$ cat config.mk
export PLATFORM = sky130hd
export DESIGN_NAME = decap_packet_flat
export DESIGN_NICKNAME = d
export VERILOG_FILES = /design/src/rtl/decap_packet_pkg.sv /design/src/rtl/decap_packet_if.sv /design/src/rtl/decap_slice_store.sv /design/src/rtl/decap_packet.sv /design/src/flat_wrapper.sv
export SDC_FILE = /design/constraint.sdc
export NUM_CORES = 1
export LEC_CHECK = 0
export ABC_CLOCK_PERIOD_IN_PS = 5540
export BUFFER_PORTS_ARGS = -buffer_cell sky130_fd_sc_hd__buf_2
export CAP_MARGIN = 25
export CORE_AREA = 8 8 425 427
export CTS_CLUSTER_DIAMETER = 50
export DETAILED_ROUTE_END_ITERATION = 12
export DIE_AREA = 0 0 433 435
export PLACE_DENSITY_LB_ADDON = 0.25
export SETUP_SLACK_MARGIN = 0.05
export SLEW_MARGIN = 15
export SYNTH_ARGS = -nofsm -noshare
export SYNTH_HDL_FRONTEND = slang
export SYNTH_SLANG_ARGS = --single-unit
$ cat constraint.sdc
create_clock -name clk -period 5.54 [get_ports clk]
set_input_delay 1.108 -clock clk [delete_from_list [all_inputs] [get_ports clk]]
set_output_delay 1.108 -clock clk [all_outputs]
set_load 0.01 [all_outputs]
$ cat src/rtl/decap_packet_pkg.sv
`default_nettype none
// ============================================================================
// Module   : decap_packet_pkg
// Purpose  : Shared widths, header layout and FSM states for Aurora encap/decap
// Revision : 1.0 - initial release
// ============================================================================
package decap_packet_pkg;

    localparam int DATA_WIDTH             = 1024;
    localparam int ADDR_WIDTH             = 10;
    localparam int DATA_DFX_WIDTH         = DATA_WIDTH + ADDR_WIDTH;
    localparam int RECOGNIZE_ROUTER_WIDTH = 2;
    localparam int NUMBER_PACKET          = 19;
    localparam int TTL_WIDTH              = $clog2(3);
    localparam int IDX_WIDTH              = $clog2(NUMBER_PACKET);
    localparam int HEADER_WIDTH           = RECOGNIZE_ROUTER_WIDTH + IDX_WIDTH + TTL_WIDTH;
    localparam int AURORA_DATA_WIDTH      = 64;
    localparam int PAYLOAD_WIDTH          = AURORA_DATA_WIDTH - HEADER_WIDTH;

    // Header sits directly above the payload: [63:62] id, [61:57] idx, [56:55] ttl
    localparam int HDR_LSB = PAYLOAD_WIDTH;

    localparam logic [IDX_WIDTH-1:0] LAST_IDX = IDX_WIDTH'(NUMBER_PACKET - 1);

    typedef struct packed {
        logic [RECOGNIZE_ROUTER_WIDTH-1:0] router_id;
        logic [IDX_WIDTH-1:0]              pkt_idx;
        logic [TTL_WIDTH-1:0]              ttl;
    } header_t;

    typedef enum logic [1:0] {
        ST_IDLE    = 2'd0,
        ST_COLLECT = 2'd1,
        ST_FULL    = 2'd2
    } state_t;

    function automatic header_t get_header(input logic [AURORA_DATA_WIDTH-1:0] word);
        return header_t'(word[AURORA_DATA_WIDTH-1:HDR_LSB]);
    endfunction

    function automatic logic [PAYLOAD_WIDTH-1:0] get_payload(input logic [AURORA_DATA_WIDTH-1:0] word);
        return word[PAYLOAD_WIDTH-1:0];
    endfunction

endpackage
`default_nettype wire

$ cat src/rtl/decap_packet_if.sv
`default_nettype none
// ============================================================================
// Module   : decap_packet_if
// Purpose  : Link-word input and reassembled DFX-word output handshake bundle
// Revision : 1.0 - initial release
// ============================================================================
interface decap_packet_if;
    import decap_packet_pkg::*;

    logic [AURORA_DATA_WIDTH-1:0] data_out_port_0;
    logic                         data_out_valid;
    logic [DATA_DFX_WIDTH-1:0]    data_dfx_recv;
    logic [HEADER_WIDTH-1:0]      header_pkt_recv;
    logic                         data_dfx_valid;
    logic                         data_dfx_ready;

    // master = decapsulator, slave = link source plus downstream DFX writer
    modport master (
        input  data_out_port_0,
        input  data_out_valid,
        input  data_dfx_ready,
        output data_dfx_recv,
        output header_pkt_recv,
        output data_dfx_valid
    );

    modport slave (
        output data_out_port_0,
        output data_out_valid,
        output data_dfx_ready,
        input  data_dfx_recv,
        input  header_pkt_recv,
        input  data_dfx_valid
    );

endinterface
`default_nettype wire

$ cat src/rtl/decap_slice_store.sv
`default_nettype none
// ============================================================================
// Module   : decap_slice_store
// Purpose  : 19-slice assembly register; slice k lands at bits [k*55 +: 55]
// Revision : 1.0 - initial release
// ============================================================================
module decap_slice_store
    import decap_packet_pkg::*;
(
    input  wire logic                      clk,
    input  wire logic                      rst_n,
    input  wire logic                      wr_en,
    input  wire logic [IDX_WIDTH-1:0]      wr_idx,
    input  wire logic [PAYLOAD_WIDTH-1:0]  wr_data,
    output logic      [DATA_DFX_WIDTH-1:0] data_dfx
);

    generate
        for (genvar k = 0; k < NUMBER_PACKET; k++) begin : g_slice
            localparam logic [IDX_WIDTH-1:0] c_slice_idx = IDX_WIDTH'(k);
            // The last slice only carries the 44 bits left over above 18*55
            localparam int c_width = (k == NUMBER_PACKET - 1) ?
                                     (DATA_DFX_WIDTH - k * PAYLOAD_WIDTH) : PAYLOAD_WIDTH;

            logic [c_width-1:0] r_slice;

            always_ff @(posedge clk or negedge rst_n) begin
                if (!rst_n) begin
                    r_slice <= '0;
                end else if (wr_en && (wr_idx == c_slice_idx)) begin
                    r_slice <= wr_data[c_width-1:0];
                end
            end

            assign data_dfx[k*PAYLOAD_WIDTH +: c_width] = r_slice;
        end
    endgenerate

endmodule
`default_nettype wire

$ cat src/rtl/decap_packet.sv
`default_nettype none
// ============================================================================
// Module   : decap_packet
// Purpose  : Reassembles 19 Aurora slices into one DFX word, flags sequencing
// Revision : 1.0 - initial release
// ============================================================================
module decap_packet
    import decap_packet_pkg::*;
(
    input  wire logic                              clk,
    input  wire logic                              rst_n,
    input  wire logic [RECOGNIZE_ROUTER_WIDTH-1:0] local_router_id,
    decap_packet_if.master                         bus,
    output logic                                   frame_err,
    output logic                                   overflow_err
);

    state_t                 r_state;
    logic [IDX_WIDTH-1:0]   r_exp_idx;
    header_t                r_header;
    logic                   r_valid;
    logic                   r_frame_err;
    logic                   r_overflow_err;

    header_t                w_hdr;
    logic [PAYLOAD_WIDTH-1:0] w_payload;
    logic                   w_match;
    logic                   w_first;
    logic                   w_handshake;
    logic                   w_store_en;

    assign w_hdr       = get_header(bus.data_out_port_0);
    assign w_payload   = get_payload(bus.data_out_port_0);
    assign w_match     = bus.data_out_valid && (w_hdr.router_id == local_router_id);
    assign w_first     = (w_hdr.pkt_idx == '0);
    assign w_handshake = r_valid && bus.data_dfx_ready;

    // The assembly register is only written while no complete frame is on show,
    // except for an idx-0 word that arrives together with the releasing handshake.
    always_comb begin
        w_store_en = 1'b0;
        case (r_state)
            ST_IDLE:    w_store_en = w_match && w_first;
            ST_COLLECT: w_store_en = w_match && (w_first || (w_hdr.pkt_idx == r_exp_idx));
            ST_FULL:    w_store_en = w_match && w_first && w_handshake;
            default:    w_store_en = 1'b0;
        endcase
    end

    decap_slice_store u_store (
        .clk      (clk),
        .rst_n    (rst_n),
        .wr_en    (w_store_en),
        .wr_idx   (w_hdr.pkt_idx),
        .wr_data  (w_payload),
        .data_dfx (bus.data_dfx_recv)
    );

    always_ff @(posedge clk or negedge rst_n) begin
        if (!rst_n) begin
            r_state        <= ST_IDLE;
            r_exp_idx      <= '0;
            r_header       <= '0;
            r_valid        <= 1'b0;
            r_frame_err    <= 1'b0;
            r_overflow_err <= 1'b0;
        end else begin
            r_frame_err    <= 1'b0;
            r_overflow_err <= 1'b0;
            case (r_state)
                ST_IDLE: begin
                    if (w_match) begin
                        if (w_first) begin
                            r_header  <= w_hdr;
                            r_exp_idx <= IDX_WIDTH'(1);
                            r_state   <= ST_COLLECT;
                        end else begin
                            r_frame_err <= 1'b1;
                        end
                    end
                end
                ST_COLLECT: begin
                    if (w_match) begin
                        if (w_hdr.pkt_idx == r_exp_idx) begin
                            r_exp_idx <= r_exp_idx + 1'b1;
                            if (w_hdr.pkt_idx == LAST_IDX) begin
                                r_state <= ST_FULL;
                                r_valid <= 1'b1;
                            end
                        end else begin
                            r_frame_err <= 1'b1;
                            if (w_first) begin
                                r_header  <= w_hdr;
                                r_exp_idx <= IDX_WIDTH'(1);
                            end else begin
                                r_exp_idx <= '0;
                                r_state   <= ST_IDLE;
                            end
                        end
                    end
                end
                ST_FULL: begin
                    if (w_handshake) begin
                        r_valid <= 1'b0;
                        if (w_match && w_first) begin
                            r_header  <= w_hdr;
                            r_exp_idx <= IDX_WIDTH'(1);
                            r_state   <= ST_COLLECT;
                        end else begin
                            // A non-zero slice at release time is out of sequence for IDLE
                            r_frame_err <= w_match;
                            r_exp_idx   <= '0;
                            r_state     <= ST_IDLE;
                        end
                    end else if (w_match) begin
                        r_overflow_err <= 1'b1;
                    end
                end
                default: begin
                    r_state   <= ST_IDLE;
                    r_exp_idx <= '0;
                    r_valid   <= 1'b0;
                end
            endcase
        end
    end

    assign bus.header_pkt_recv = r_header;
    assign bus.data_dfx_valid  = r_valid;
    assign frame_err           = r_frame_err;
    assign overflow_err        = r_overflow_err;

endmodule
`default_nettype wire

$ cat src/flat_wrapper.sv
// flat-port wrapper written by rule: the top's interface ports become plain ports
module decap_packet_flat import decap_packet_pkg::*;
  (clk, rst_n, local_router_id, frame_err, overflow_err, bus_data_out_port_0, bus_data_out_valid, bus_data_dfx_ready, bus_data_dfx_recv, bus_header_pkt_recv, bus_data_dfx_valid);
  decap_packet_if bus_i ();
  input  wire logic clk;
  input  wire logic rst_n;
  input  wire logic [RECOGNIZE_ROUTER_WIDTH-1:0] local_router_id;
  output logic frame_err;
  output logic overflow_err;
  input wire logic [$bits(bus_i.data_out_port_0)-1:0] bus_data_out_port_0;
  input wire logic [$bits(bus_i.data_out_valid)-1:0] bus_data_out_valid;
  input wire logic [$bits(bus_i.data_dfx_ready)-1:0] bus_data_dfx_ready;
  output wire logic [$bits(bus_i.data_dfx_recv)-1:0] bus_data_dfx_recv;
  output wire logic [$bits(bus_i.header_pkt_recv)-1:0] bus_header_pkt_recv;
  output wire logic [$bits(bus_i.data_dfx_valid)-1:0] bus_data_dfx_valid;
  assign bus_i.data_out_port_0 = bus_data_out_port_0;
  assign bus_i.data_out_valid = bus_data_out_valid;
  assign bus_i.data_dfx_ready = bus_data_dfx_ready;
  assign bus_data_dfx_recv = bus_i.data_dfx_recv;
  assign bus_header_pkt_recv = bus_i.header_pkt_recv;
  assign bus_data_dfx_valid = bus_i.data_dfx_valid;
  decap_packet u_core (.clk(clk), .rst_n(rst_n), .local_router_id(local_router_id), .bus(bus_i), .frame_err(frame_err), .overflow_err(overflow_err));
endmodule
Yosys cells after proc, flatten, opt, wreduce, memory -nomap -nowiden
Cells that the tools add are included.

operators by class
  add/sub/neg operators = 1
  multiply operators = 0
  div/mod/pow operators = 0
  order comparisons = 0
  eq/ne operators = 32
  shift-type cells = 0
  muxes and demuxes = 40
  bitwise operators = 1
  reductions and logical operators = 32

operators with widths
  cell                                                    count
  2-to-1 mux 9 bit                                        6
  == test 5 x 4 -> 1 bit (second input constant)          8
  case mux 9 bit (3 select lines)                         1
  2-to-1 mux 5 bit                                        5
  logical AND 1 bit                                       24
  == test 5 x 3 -> 1 bit (second input constant)          4
  2-to-1 mux 1 bit                                        16
  == test 5 bit (second input constant)                   3
  case mux 5 bit (3 select lines)                         1
  2-to-1 mux 2 bit                                        7
  inequality test 2 x 1 -> 1 bit (second input constant)  7
  AND reduction 6 bit                                     2
  == test 5 x 2 -> 1 bit (second input constant)          2
  case mux 1 bit (3 select lines)                         3
  inequality test 3 bit (second input constant)           2
  case mux 2 bit (3 select lines)                         1
  adder 5 x 1 -> 5 bit (second input constant)            1
  == test 5 x 1 -> 1 bit (second input constant)          1
  == test 5 bit                                           1
  zero test 5 bit                                         1
  AND reduction 5 bit                                     1
  AND reduction 4 bit                                     1
  nonzero test 3 bit                                      1
  == test 2 x 1 -> 1 bit (second input constant)          1
  other kinds (6)                                         6

storage, ports and cells
  register bits after elaboration = 1053
  bits in latches = 0
  RAM bits = 0
  memory bits (read-only) = 0
  bits of input ports = 70
  output and inout bits = 1046
  memories kept = 0

Logic depth before layout (Yosys ltp)
  depth after elaboration = 6
  mapped depth = 9
  mapped depth without buffers = 5

By module
A second synthesis with hierarchy kept.

second synthesis, totals
  cell total of the unflattened synthesis = 2393
  area total of the unflattened synthesis = 39718.1 um^2

modules (own cells, without submodules)
  module             times used  cells an instance  area each (um^2)  sequential area each (um^2)
  decap_slice_store  1           2297               38700.9           25874.8
  decap_packet       1           96                 1017.2            475.5

Worst setup path before layout
Ideal clock, no wire load.

  kind = input -> register
  start = input port bus_data_out_port_0[59]
  end = register u_core.u_store.g_slice[12].r_slice[34]
  library setup time = 0.125 ns
  arrival = 3.055 ns
  data required time = 5.415 ns
  setup slack = 2.361 ns
  stages on the path = 9
  buffers on the path = 4
  cells stage by stage = buf_2 xor2_1 nor3_4 nand3_1 buf_6 buf_4 nor3_4 buf_2 mux2_2

on the way
  longest elaborated chain between the ends = 5
  elaborated cells on any way between the ends = 9

RTL lines
  item                                                   RTL line                                                    source
  from (decl)                                            flat_wrapper.sv:10                                          input wire logic [$bits(bus_i.data_out_port_0)-1:0] bus_data_out_port_0;
  == test 5 bit or zero test 5 bit (tied branches)       decap_packet.sv:44, decap_packet.sv:35
  logical OR 1 bit or logical AND 1 bit (tied branches)  decap_packet.sv:44, decap_packet.sv:43, decap_packet.sv:45
  logical AND 1 bit, on equally long branches            decap_packet.sv:44, decap_packet.sv:45
  case mux 1 bit (3 select lines)                        decap_packet.sv:42                                          case (r_state)
  logical AND 1 bit (*)                                  decap_slice_store.sv:30                                     end else if (wr_en && (wr_idx == c_slice_idx)) begin
  to (signal assigned)                                   decap_slice_store.sv:31                                     r_slice <= wr_data[c_width-1:0];
  to (decl)                                              decap_slice_store.sv:25                                     logic [c_width-1:0] r_slice;

Every way passes the cells marked *; elsewhere a longest branch is shown, timed or not.
A chain may end at the register's enable or synchronous reset.

Final worst setup path
  start = input port local_router_id[0]
  end = register u_core.u_store.g_slice[3].r_slice[44]

on the way
  longest elaborated chain between the ends = 6
  elaborated cells on any way between the ends = 7

RTL lines
  item                                 RTL line                                source
  from (decl)                          flat_wrapper.sv:7                       input wire logic [RECOGNIZE_ROUTER_WIDTH-1:0] local_router_id;
  == test 2 bit (*)                    decap_packet.sv:34                      assign w_match = bus.data_out_valid && (w_hdr.router_id == local_router_id);
  logical AND 1 bit (*)                decap_packet.sv:34
  logical AND 1 bit                    decap_packet.sv:43, decap_packet.sv:45
  logical AND 1 bit                    decap_packet.sv:45                      ST_FULL: w_store_en = w_match && w_first && w_handshake;
  case mux 1 bit (3 select lines) (*)  decap_packet.sv:42
  logical AND 1 bit (*)                decap_slice_store.sv:30
  to (signal assigned)                 decap_slice_store.sv:31
  to (decl)                            decap_slice_store.sv:25

Marked as above.

==> metrics.yaml <==
clock_network:
  htreeDepth: 4
  clock-sinks: 1053
  ctsHoldBuffers: 0
  clk_latency_ns: 0.78
  cts_tree: "built"
  numCtsBuffers: 139
  clockBufferDepth: 3
  root_buffer: "clkbuf_16"
  path_clk_slew_ns: 0.05
  ctsResizeCount: 0
  post_cts_buffers: 0
floorplanning:
  rows: 153
  die_y_um: 435
  start_util: 0.231
  die_area_um2: 188000
  ios: 1116
  core_um2: 173000
  dieWidth_um: 433
synthesis:
  syn_nets: 2470
  synth_common_cells: "dfrtp_1, mux2_2, clkbuf_1, buf_2, mux2_4"
  synth_fa_ha_area_frac: 0.000312
  yosysTopAreaCellShare: 0.658
  ys_seq_area_frac: 0.658
  post_synth.cell_area_avg_um2: 16.7
  yosysMostFrequentCell: "dfrtp_1"
  yosys.area_share.xor_xnor: 0.00153
  yosys_register_bits: 1053
  synth_async_sr_flop_share: 1.00
  yosys.area_share.simple: 0.0129
  synthMuxAreaShare: 0.297
  synth_area_um2: 40000
  synthTopCellsByArea: "dfrtp_1, mux2_2, mux2_4"
  synth_top_flop_cell: "dfrtp_1"
  synth_top_family_by_area: "multiplexers"
  ys_types: 44
  synth_edf_count: 0
  ys_warn_count: 0
  synth_top_area_cell: "dfrtp_1"
  syn_inst: 2399
  synth-compound-area-share: 0.00369
setup_path:
  path_max_fanout: 32
  end_kind: "register"
  critPathRequiredTime_ns: 6.18
  path_delay_family: "simple AND/OR/NAND/NOR gates"
  worst-setup-path-type: "in2reg"
  cpMostUsedCell: "buf_4"
  arrival_ns: 4.05
  path_cells: "buf_2, xnor2_1, and3_1, nand3_2, buf_4, or4_4, buf_4, mux2_4"
  crit_buf_inv: 3
  ff2ff_setup_slack_ns: 2.32
  worstSetupStartpointType: "input pin"
  cpMaxStageDelayCell: "or4_4"
  slowest_delay_ns: 0.88
sta:
  fmax_ghz: 0.294
  rsz0062_at_grt: "no"
  hold_ws_ns: 0.344
  setup_viol: 0
  finalCritPeriodShare: 0.615
  worst_pin_slew_ns: 0.850
  tns_ns: 0
  finalHoldViolCount: 0
  report.final.slew_viol_count: 0
  finalWorstPathRequiredPeriod_ns: 3.41
  finalWorstSetupSlack_ns: 2.13
  skew_ns: 0.0286
  slew_headroom: 0.433
routing:
  route.detailed.drc: 0
  vias: 25000
  antenna_left: 0
  post_drt_via_cell_ratio: 4.21
  first_pass_iters: 4
  wl_per_cell_um: 26.8
  routed_wl_mm: 159
  drtIter0Drc: 1295
power_and_ir_drop:
  power.total_mw: 17.5
  ir_worst_vdd_mv: 0.283
  p_per_area_nw_per_um2: 331
  p_leak_nw: 29.7
global_routing:
  grt_use_total: 0.164
  grt_max_degree: 130
  gr-total-overflow: 0
  grt_first_pass_wirelength_mm: 220
  grt_pass1_vias: 26500
  antenna_found_initial: 14
placed_design:
  dp_cells: 5680
  place_area_um2: 48100
  port-buffer-count: 1115
  place.gp.congestion: 0.767
  hpwlAfterDp_mm: 111
  dp_slack_ns: 1.30
final_layout:
  multi_input_area_um2: 12700
  utilization: 0.305
  drive_above_1_share: 0.667
  area_growth_pct: 31.9
  final_nets: 3567
  stdcell_area_um2: 52800
  final-seq-area_um2: 26400
  final.fill_count: 17700
  stdcell_count: 5940
outcome:
  status: "finished clean"
min_path:
  hold_path_class: "in2async"
run:
  drv_cap: 0
-- cell usage in the layout, fill, tap and decap left out, types with 11 or more instances in the layout --
cell	synthesis	final
buf_2	58	1114
dfrtp_1	1053	1053
mux2_2	947	947
clkbuf_16	0	141
mux2_4	50	50
mux2_1	41	41
buf_4	31	30
clkbuf_1	60	29
clkinv_2	0	17
buf_12	0	17
nor3_4	9	15
clkbuf_8	0	14
diode_2	0	12
bufinv_16	0	11
-- worst reg2reg max path, cell delays in order, from the launching register on --
cell	delay (ns)
dfrtp_1	0.45
xor2_1	0.21
nor3_4	0.26
nand3_2	0.09
buf_4	0.29
or4_4	0.89
buf_4	0.45
mux2_4	0.43
-- kinds of logic (layout without fill, tap and decap cells) --
logic type | Yosys count | after routing
compound gates | 20 | 20
other cells | 0 | 12
xor+xnor | 7 | 7
flops | 1053 | 1053
fa+ha+maj | 1 | 1
simple gates | 67 | 67
buf+inv | 213 | 1417
mux | 1038 | 1038
-- cell type report --
| type | instances | share of cell area |
|---|---|---|
| clock inverter | 64 | 0.0154 |
| antenna | 12 | 0.000569 |
| timing repair buffer | 1162 | 0.117 |
| multi-input combinational | 1133 | 0.240 |
| tap | 2325 | 0.0551 |
| clock buffer | 184 | 0.0725 |
| sequential | 1053 | 0.499 |
| inverter | 7 | 0.000498 |
-- registers in the layout (all words and copies together) (netlist names) --
name	count
u_core.bus.header_pkt_recv	9
u_core.r_exp_idx	5
u_core.frame_err	1
u_core.overflow_err	1
u_core.bus.data_dfx_valid	1
u_core.r_state	2
u_core.u_store.g_slice.r_slice	1034
-- layer usage --
layer,wire length (um),GRT usage,up-vias,share of wire
li1,-,-,10700,-
met1,58400,0.179,13200,0.37
met5,7,0,-,0.000044
met3,10500,0.0484,280,0.066
met4,7370,0.0760,2,0.046
met2,82900,0.290,789,0.52
-- final timing paths --
| path | startpoint | end | depth (start not counted) |
|---|---|---|---|
| max | local_router_id[0] | u_core.u_store.g_slice[3].r_slice[44] | 8 |
| min | rst_n | u_core.u_store.g_slice[0].r_slice[11] | 1 |
| max reg2reg | u_core.r_exp_idx[2] | u_core.u_store.g_slice[3].r_slice[44] | 7 |
| min reg2reg | u_core.u_store.g_slice[9].r_slice[24] | u_core.u_store.g_slice[9].r_slice[24] | 1 |
| max in group asynchronous | rst_n | u_core.u_store.g_slice[1].r_slice[33] | 2 |
| min in group clk | u_core.u_store.g_slice[9].r_slice[24] | u_core.u_store.g_slice[9].r_slice[24] | 1 |
-- report_power, final --
part	leakage, nW	switching, mW	internal [mW]
Clock	2.25	3.58	5.44
Sequential	14.7	0.0411	7.76
Combinational	12.7	0.490	0.140
Total	29.7	4.11	13.3
(Power assumes the default switching activity.)
